**config.mk**
```make
export PLATFORM = sky130hd
export DESIGN_NAME = sr_ff_bank
export DESIGN_NICKNAME = d
export VERILOG_FILES = /design/src/rtl/sr_ff_pkg.sv /design/src/rtl/sr_ff_bank_ff_cell.sv /design/src/rtl/sr_ff_bank.sv
export SDC_FILE = /design/constraint.sdc
export NUM_CORES = 1
export LEC_CHECK = 0
export ABC_AREA = 1
export CAP_MARGIN = 10
export CELL_PAD_IN_SITES_DETAIL_PLACEMENT = 0
export CELL_PAD_IN_SITES_GLOBAL_PLACEMENT = 1
export CORE_ASPECT_RATIO = 1.75
export CORE_MARGIN = 3
export CORE_UTILIZATION = 28
export DETAILED_ROUTE_END_ITERATION = 16
export PLACE_DENSITY_LB_ADDON = 0.1
export SLEW_MARGIN = 20
export SYNTH_ARGS = -nofsm -noshare
export SYNTH_HDL_FRONTEND = slang
export SYNTH_SLANG_ARGS = --single-unit
```
**constraint.sdc**
```tcl
create_clock -name clk -period 1.2 [get_ports clk]
set_clock_uncertainty 0.1 [all_clocks]
set_input_delay 0.36 -clock clk [delete_from_list [all_inputs] [get_ports clk]]
set_output_delay 0.36 -clock clk [all_outputs]
set_load 0.05 [all_outputs]
```
**src/rtl/sr_ff_pkg.sv**
```systemverilog
// Shared encodings for the SR/JK/D/T flip-flop bank: runtime mode values and
// the policy constants that select the behaviour for S=R=1 in SR mode.
package sr_ff_pkg;

   typedef enum logic [1:0] {
      MODE_SR = 2'b00,
      MODE_JK = 2'b01,
      MODE_D  = 2'b10,
      MODE_T  = 2'b11
   } mode_e;

   localparam int POL_HOLD = 0;
   localparam int POL_SET  = 1;
   localparam int POL_RST  = 2;

   // Unknown policy values fall back to hold.
   function automatic int effective_policy(input int pol);
      return ((pol == POL_SET) || (pol == POL_RST)) ? pol : POL_HOLD;
   endfunction

endpackage

```
**src/rtl/sr_ff_bank_ff_cell.sv**
```systemverilog
// One flip-flop channel: mode-selected next-state function plus its state
// register with enable and synchronous reset. nq is exported for change flags.
module ff_cell
   import sr_ff_pkg::*;
#(
   parameter logic INIT_BIT  = 1'b0,
   parameter int   SR_POLICY = POL_HOLD
) (
   input  logic       clk,
   input  logic       rst,
   input  logic       en,
   input  logic [1:0] mode,
   input  logic       a,
   input  logic       b,
   output logic       q,
   output logic       nq
);

   localparam int POL_EFF = effective_policy(SR_POLICY);

   logic q_reg;

   always_comb begin
      nq = q_reg;
      case (mode)
         MODE_SR: begin
            if (a && !b)
               nq = 1'b1;
            else if (!a && b)
               nq = 1'b0;
            else if (a && b) begin
               if (POL_EFF == POL_SET)
                  nq = 1'b1;
               else if (POL_EFF == POL_RST)
                  nq = 1'b0;
               else
                  nq = q_reg;
            end
         end
         MODE_JK: begin
            if (a && !b)
               nq = 1'b1;
            else if (!a && b)
               nq = 1'b0;
            else if (a && b)
               nq = ~q_reg;
         end
         MODE_D:  nq = a;
         MODE_T:  nq = q_reg ^ a;
         default: nq = q_reg;
      endcase
   end

   always_ff @(posedge clk) begin
      if (rst)
         q_reg <= INIT_BIT;
      else if (en)
         q_reg <= nq;
   end

   assign q = q_reg;

endmodule

```
**src/rtl/sr_ff_bank.sv**
```systemverilog
// Bank of WIDTH flip-flop channels sharing a runtime mode, with per-bit change
// flags, an SR conflict pulse and a saturating conflict counter.
module sr_ff_bank
   import sr_ff_pkg::*;
#(
   parameter int               WIDTH     = 8,
   parameter logic [WIDTH-1:0] INIT      = {WIDTH{1'b0}},
   parameter int               SR_POLICY = POL_HOLD,
   parameter int               CNT_W     = 8
) (
   input  logic             clk,
   input  logic             rst,
   input  logic             en,
   input  logic [1:0]       mode,
   input  logic [WIDTH-1:0] a,
   input  logic [WIDTH-1:0] b,
   input  logic             clr_cnt,
   output logic [WIDTH-1:0] q,
   output logic [WIDTH-1:0] q_bar,
   output logic [WIDTH-1:0] changed,
   output logic             conflict,
   output logic [CNT_W-1:0] conflict_cnt
);

   generate
      if ((SR_POLICY < POL_HOLD) || (SR_POLICY > POL_RST)) begin : g_bad_policy
         $warning("sr_ff_bank: SR_POLICY=%0d is illegal, using hold", SR_POLICY);
      end
   endgenerate

   logic [WIDTH-1:0] nq;
   logic [WIDTH-1:0] changed_reg;
   logic             conflict_reg;
   logic             conflict_next;
   logic [CNT_W-1:0] cnt_reg;
   logic [CNT_W-1:0] cnt_next;

   genvar gi;
   generate
      for (gi = 0; gi < WIDTH; gi++) begin : g_cell
         ff_cell #(
            .INIT_BIT  (INIT[gi]),
            .SR_POLICY (SR_POLICY)
         ) u_cell (
            .clk  (clk),
            .rst  (rst),
            .en   (en),
            .mode (mode),
            .a    (a[gi]),
            .b    (b[gi]),
            .q    (q[gi]),
            .nq   (nq[gi])
         );
      end
   endgenerate

   // Conflict is reported in SR mode whatever the policy; JK toggles are not conflicts.
   assign conflict_next = en && (mode == MODE_SR) && (|(a & b));

   always_comb begin
      cnt_next = cnt_reg;
      if (clr_cnt)
         cnt_next = '0;
      else if (conflict_next && (cnt_reg != {CNT_W{1'b1}}))
         cnt_next = cnt_reg + 1'b1;
   end

   always_ff @(posedge clk) begin
      if (rst) begin
         changed_reg  <= '0;
         conflict_reg <= 1'b0;
         cnt_reg      <= '0;
      end else begin
         changed_reg  <= en ? (q ^ nq) : '0;
         conflict_reg <= conflict_next;
         cnt_reg      <= cnt_next;
      end
   end

   assign q_bar        = ~q;
   assign changed      = changed_reg;
   assign conflict     = conflict_reg;
   assign conflict_cnt = cnt_reg;

endmodule

```
# After elaboration in Yosys (flattened, before gate mapping)
# Index checks and enable logic that the tools add are counted.
# totals
register_bits	25
in_bits	22
out_inout_bits	33
# op_classes
add_sub_neg	1
eq_ne	4
muxes	48
n_bitwise	20
n_reduce_logical	47
# ops
cell	count
$mux W1	40
$pmux W1 S4	8
$logic_and A1 B1 Y1	27
$logic_not A1 Y1	16
$not A1 Y1	9
$add A8 B1 Y8 const B	1
$and A8 B8 Y8	1
$ne A8 B8 Y1 const B	1
$not A8 Y8	1
$reduce_or A8 Y1	1
$xor A1 B1 Y1	8
$xor A8 B8 Y8	1
$eq A2 B2 Y1 const B	2
$reduce_or A2 Y1	2
$eq A2 B1 Y1 const B	1
$logic_not A2 Y1	1

# Logic depth before layout (Yosys ltp)
# logic_depth
word_depth	6
depth_mapped	8
depth_no_buf	8

# Hierarchy
# Synthesis repeated with hierarchy kept, for this count alone.
# unflattened
cells_unflattened	293
area_unflattened_um2	1722.9
# by_module_without_submodules
module	instances	cells_per_inst	area_each_um2	seq_area_each_um2
sr_ff_bank	1	133	902.1	340.3
ff_cell	8	20	102.6	20.0

# Least setup slack after synthesis
# OpenSTA, ideal clock, no wires.
# synth_timing
path_type	reg2reg
startpoint	register cnt_reg[1] (netlist: conflict_cnt[1])
endpoint	register cnt_reg[5] (netlist: conflict_cnt[5])
setup_time_ps	70
arrival_ps	1585
required_time_ps	1030
path_slack_ps	-555
stages_incl_launch_ff	8
path_cell_list	dfxtp_1 ha_1 nand2_2 nor2_4 nand2_4 nand3_4 nand2_1 a21oi_1
# synth_between
elab_chain_len	2
elab_cells_between_ends	3
classes_between	add/sub (1); eq/ne (1); reduce/logical (1)
# synth_rtl
item	line	source
from (decl)	sr_ff_bank.sv:35	logic [CNT_W-1:0] cnt_reg;
from (signal assigned)	sr_ff_bank.sv:76	cnt_reg <= cnt_next;
branches (longest 2 deep; another with $add A8 B1 Y8)	-	
# Several ways; the timed one is not identified.
# A chain may end at the register's enable or synchronous reset.

# Worst setup path after layout
# layout_timing
startpoint	register cnt_reg[1] (netlist: conflict_cnt[1])
endpoint	output conflict_cnt[1]
# layout_rtl
item	line	source
to (decl)	sr_ff_bank.sv:22	output logic [CNT_W-1:0] conflict_cnt
# No word-level cell between the ends.

==> results.txt <==
Slew @ Worst Pin -> 0.307 ns
WL per Instance -> 13.0 um
Critical R2R Capture -> conflict_cnt[1]
Critical Path RT -> 0.74 ns
Critical path type -> register to primary output
Post-synth EDFFs -> 0
Synth top area share -> 30.2%
Total wire length -> 5880 um
Largest net degree at the start of global routing -> 14
Final hold violation count -> 0
Fmax -> 734 MHz
Met1 WL -> 2100 um
Core footprint -> 5630 um2
Non-Filler Instances -> 452
Die H -> 108 um
Cell area after synthesis -> 1660 um2
Hold Crit Depth -> 2
Max-slew headroom -> 79.5%
Num Clock Sinks -> 25
Die Wd -> 64.1 um
Synth Warn # -> 0
Most frequent cells after synthesis -> nand2_1 (67), inv_1 (31), dfxtp_1 (25)
RR Startpoint -> conflict_cnt[1]
Pins Over Slew Limit -> 0
CTS max path bufs -> 2
Overflow after GRT -> 0
P&R area growth vs syn -> 113%
Fill cells -> 493
Status -> finished with violations
Num rows -> 36
RSZ-0062 raised after global routing -> true
Nets -> 400
Initial antenna violation count -> 0
Synth area leader -> dfxtp_1
Initial Util -> 29.4%
CTS Buf Count -> 3
CP endpoint -> conflict_cnt[1]
DRC -> 0
Die ar. -> 6910 um2
Clock slew at reported path FFs -> 0.09 ns
H-tree depth -> 1
Pre-CTS WS -> -0.681 ns
Global-route wire length before repair -> 9850 um
Pwr dens -> 735 nW/um2
CTS tree -> done
CP startpoint -> conflict_cnt[1]
Vias in the first global route -> 2236
Violated checks -> setup timing
Ranking of synthesized cells by area -> dfxtp_1 (30%), nand2_1 (15%), inv_1 (7.0%)
1st-iter DRT viols -> 54
Syn Area/Cell -> 6.76 um2
Setup slack after layout -> -0.163 ns
Critical Path Max Stage Delay -> 0.38 ns
Routed vias -> 2094
ANT nets after route -> 0
Synth async-reset ratio -> 0%
MaxCap Viol Count -> 0
Final min period -> 1.36 ns
Ant. Diodes -> 0
Placer congestion estimate -> 0.871
Worst vdd ir -> 0.000488 V
Syn_nets -> 268
Crit-path cells -> buf_6 > buf_12
Dpl cell area -> 2970 um2
Root Driver -> clkbuf_8
Slowest CP cell -> dfxtp_4
Drt pass-1 iters -> 4
Hold Slack -> 0.401 ns
Pleak -> 1.65 nW
Overall routing resource usage -> 18.1%
Register-to-Register Path Depth -> 7
Hold Buf Count CTS -> 0
Share of layout cells above drive strength 1 -> 57.2%
Worst R2R Setup Slack -> -0.14 ns
Met2 Routed Length -> 3440 um
Post-DP HPWL -> 4330 um
Top FF cell, synth -> dfxtp_1
Most common cell in the netlist -> nand2_1
Fin area -> 3530 um2
DP Cell Count -> 414
Met3 routed WL -> 164 um
Flops & latches, synth -> 25
Later-pin clock latency in the skew report -> 0.27 ns
Top sig layer -> met4
Final setup viols -> 41
Post-synth cell types -> 29
CP endpoint kind -> primary output
Critical Path Source Type -> register
IO Count -> 55
IO buf count -> 54
Worst-path fanout max -> 4
Final Power -> 2.59 mW
Vias/cell -> 4.63
Hold WC Path Type -> register to register
Final period util -> 114%
Post-synthesis sequential area ratio -> 30.2%
Arrival time worst endpoint -> 0.90 ns
Synth Instances -> 245
[critical path: cells and delay by family (launching register included)]
kind	cells	cell delay, ns
buffers and inverters	2	0.25
DFF	1	0.38
[worst min path at each step]
stage / from / end / slack [ns]
detailed placement: conflict_cnt[4] / conflict_cnt[4] / 0.38
CTS: conflict_cnt[4] / conflict_cnt[4] / 0.41
floorplan: g_cell[0].u_cell.q / changed[0] / 0.38
finish: conflict_cnt[4] / conflict_cnt[4] / 0.40
global placement: conflict_cnt[4] / conflict_cnt[4] / 0.38
global route: conflict_cnt[4] / conflict_cnt[4] / 0.41
[layout make-up]
class / count / area, um2 / area share [%]
tap: 76 / 95.1 / 2.70
timing repair buffer: 136 / 1570 / 44.4
multi-input combinational: 176 / 1110 / 31.6
inverter: 35 / 149 / 4.22
clock buffer: 4 / 45.0 / 1.28
sequential: 25 / 559 / 15.9
[cells by family (layout without fill, tap and decap cells)]
kind of cell | after synthesis | in the layout | synth area share [%]
flip-flops | 25 | 25 | 30.2
adder cells (fa/ha/maj) | 1 | 1 | 0.755
XOR/XNOR | 1 | 1 | 0.529
AO/OA/AOI/OAI | 58 | 58 | 21.8
buffers and inverters | 46 | 175 | 13.5
AND/OR/NAND/NOR | 114 | 116 | 33.2
[layer usage]
layer  vias to the layer above  GRT usage [%]
met1                       979           18.4
met5                         -              0
met4                         0           7.41
met2                        44           35.8
li1                       1061              -
met3                        10           2.09
[what timing repair did]
action,4_1_cts,5_1_grt
setup endpoints to repair,58,48
gates cloned,2,0
setup buffers,30,2
pin swaps,35,19
gates resized for setup,106,20
[cell usage in the layout, fill, tap and decap left out, types with 3 or more instances in the layout]
| master | netlist | final |
|---|---|---|
| a21oi_1 | 22 | 12 |
| a21oi_2 | 8 | 18 |
| buf_12 | 0 | 34 |
| buf_4 | 9 | 55 |
| buf_6 | 1 | 25 |
| clkbuf_8 | 0 | 3 |
| dfxtp_2 | 0 | 14 |
| dfxtp_4 | 0 | 11 |
| dlygate4sd2_1 | 0 | 15 |
| inv_1 | 31 | 22 |
| inv_2 | 1 | 8 |
| inv_4 | 2 | 4 |
| nand2_1 | 67 | 57 |
| nand2_2 | 3 | 10 |
| nand2_4 | 1 | 5 |
| nand3_1 | 10 | 9 |
| nand4_1 | 7 | 7 |
| nor2_1 | 17 | 14 |
| nor2_2 | 1 | 3 |
| nor2_4 | 3 | 4 |
| o21ai_1 | 10 | 8 |
| o21ai_2 | 8 | 5 |
| o21ai_4 | 0 | 5 |
| o22ai_1 | 8 | 8 |
[power breakdown]
| part | leakage, nW | total, mW | internal (mW) | switching, mW |
|---|---|---|---|---|
| combinational | 1.41 | 1.16 | 0.567 | 0.593 |
| clock | 0.0228 | 0.535 | 0.238 | 0.297 |
| sequential | 0.218 | 0.899 | 0.858 | 0.0409 |
| total | 1.65 | 2.59 | 1.66 | 0.931 |
[through the flow]
stage	utilization [%]	setup TNS, ns
after floorplan	-	-1.04
after global placement	52.8	-15.57
after detailed placement	52.8	-15.62
after CTS	61.5	-4.32
after global routing	62.7	-5.59
final	62.7	-4.05
Note: power is estimated with default switching activity, not from simulation.
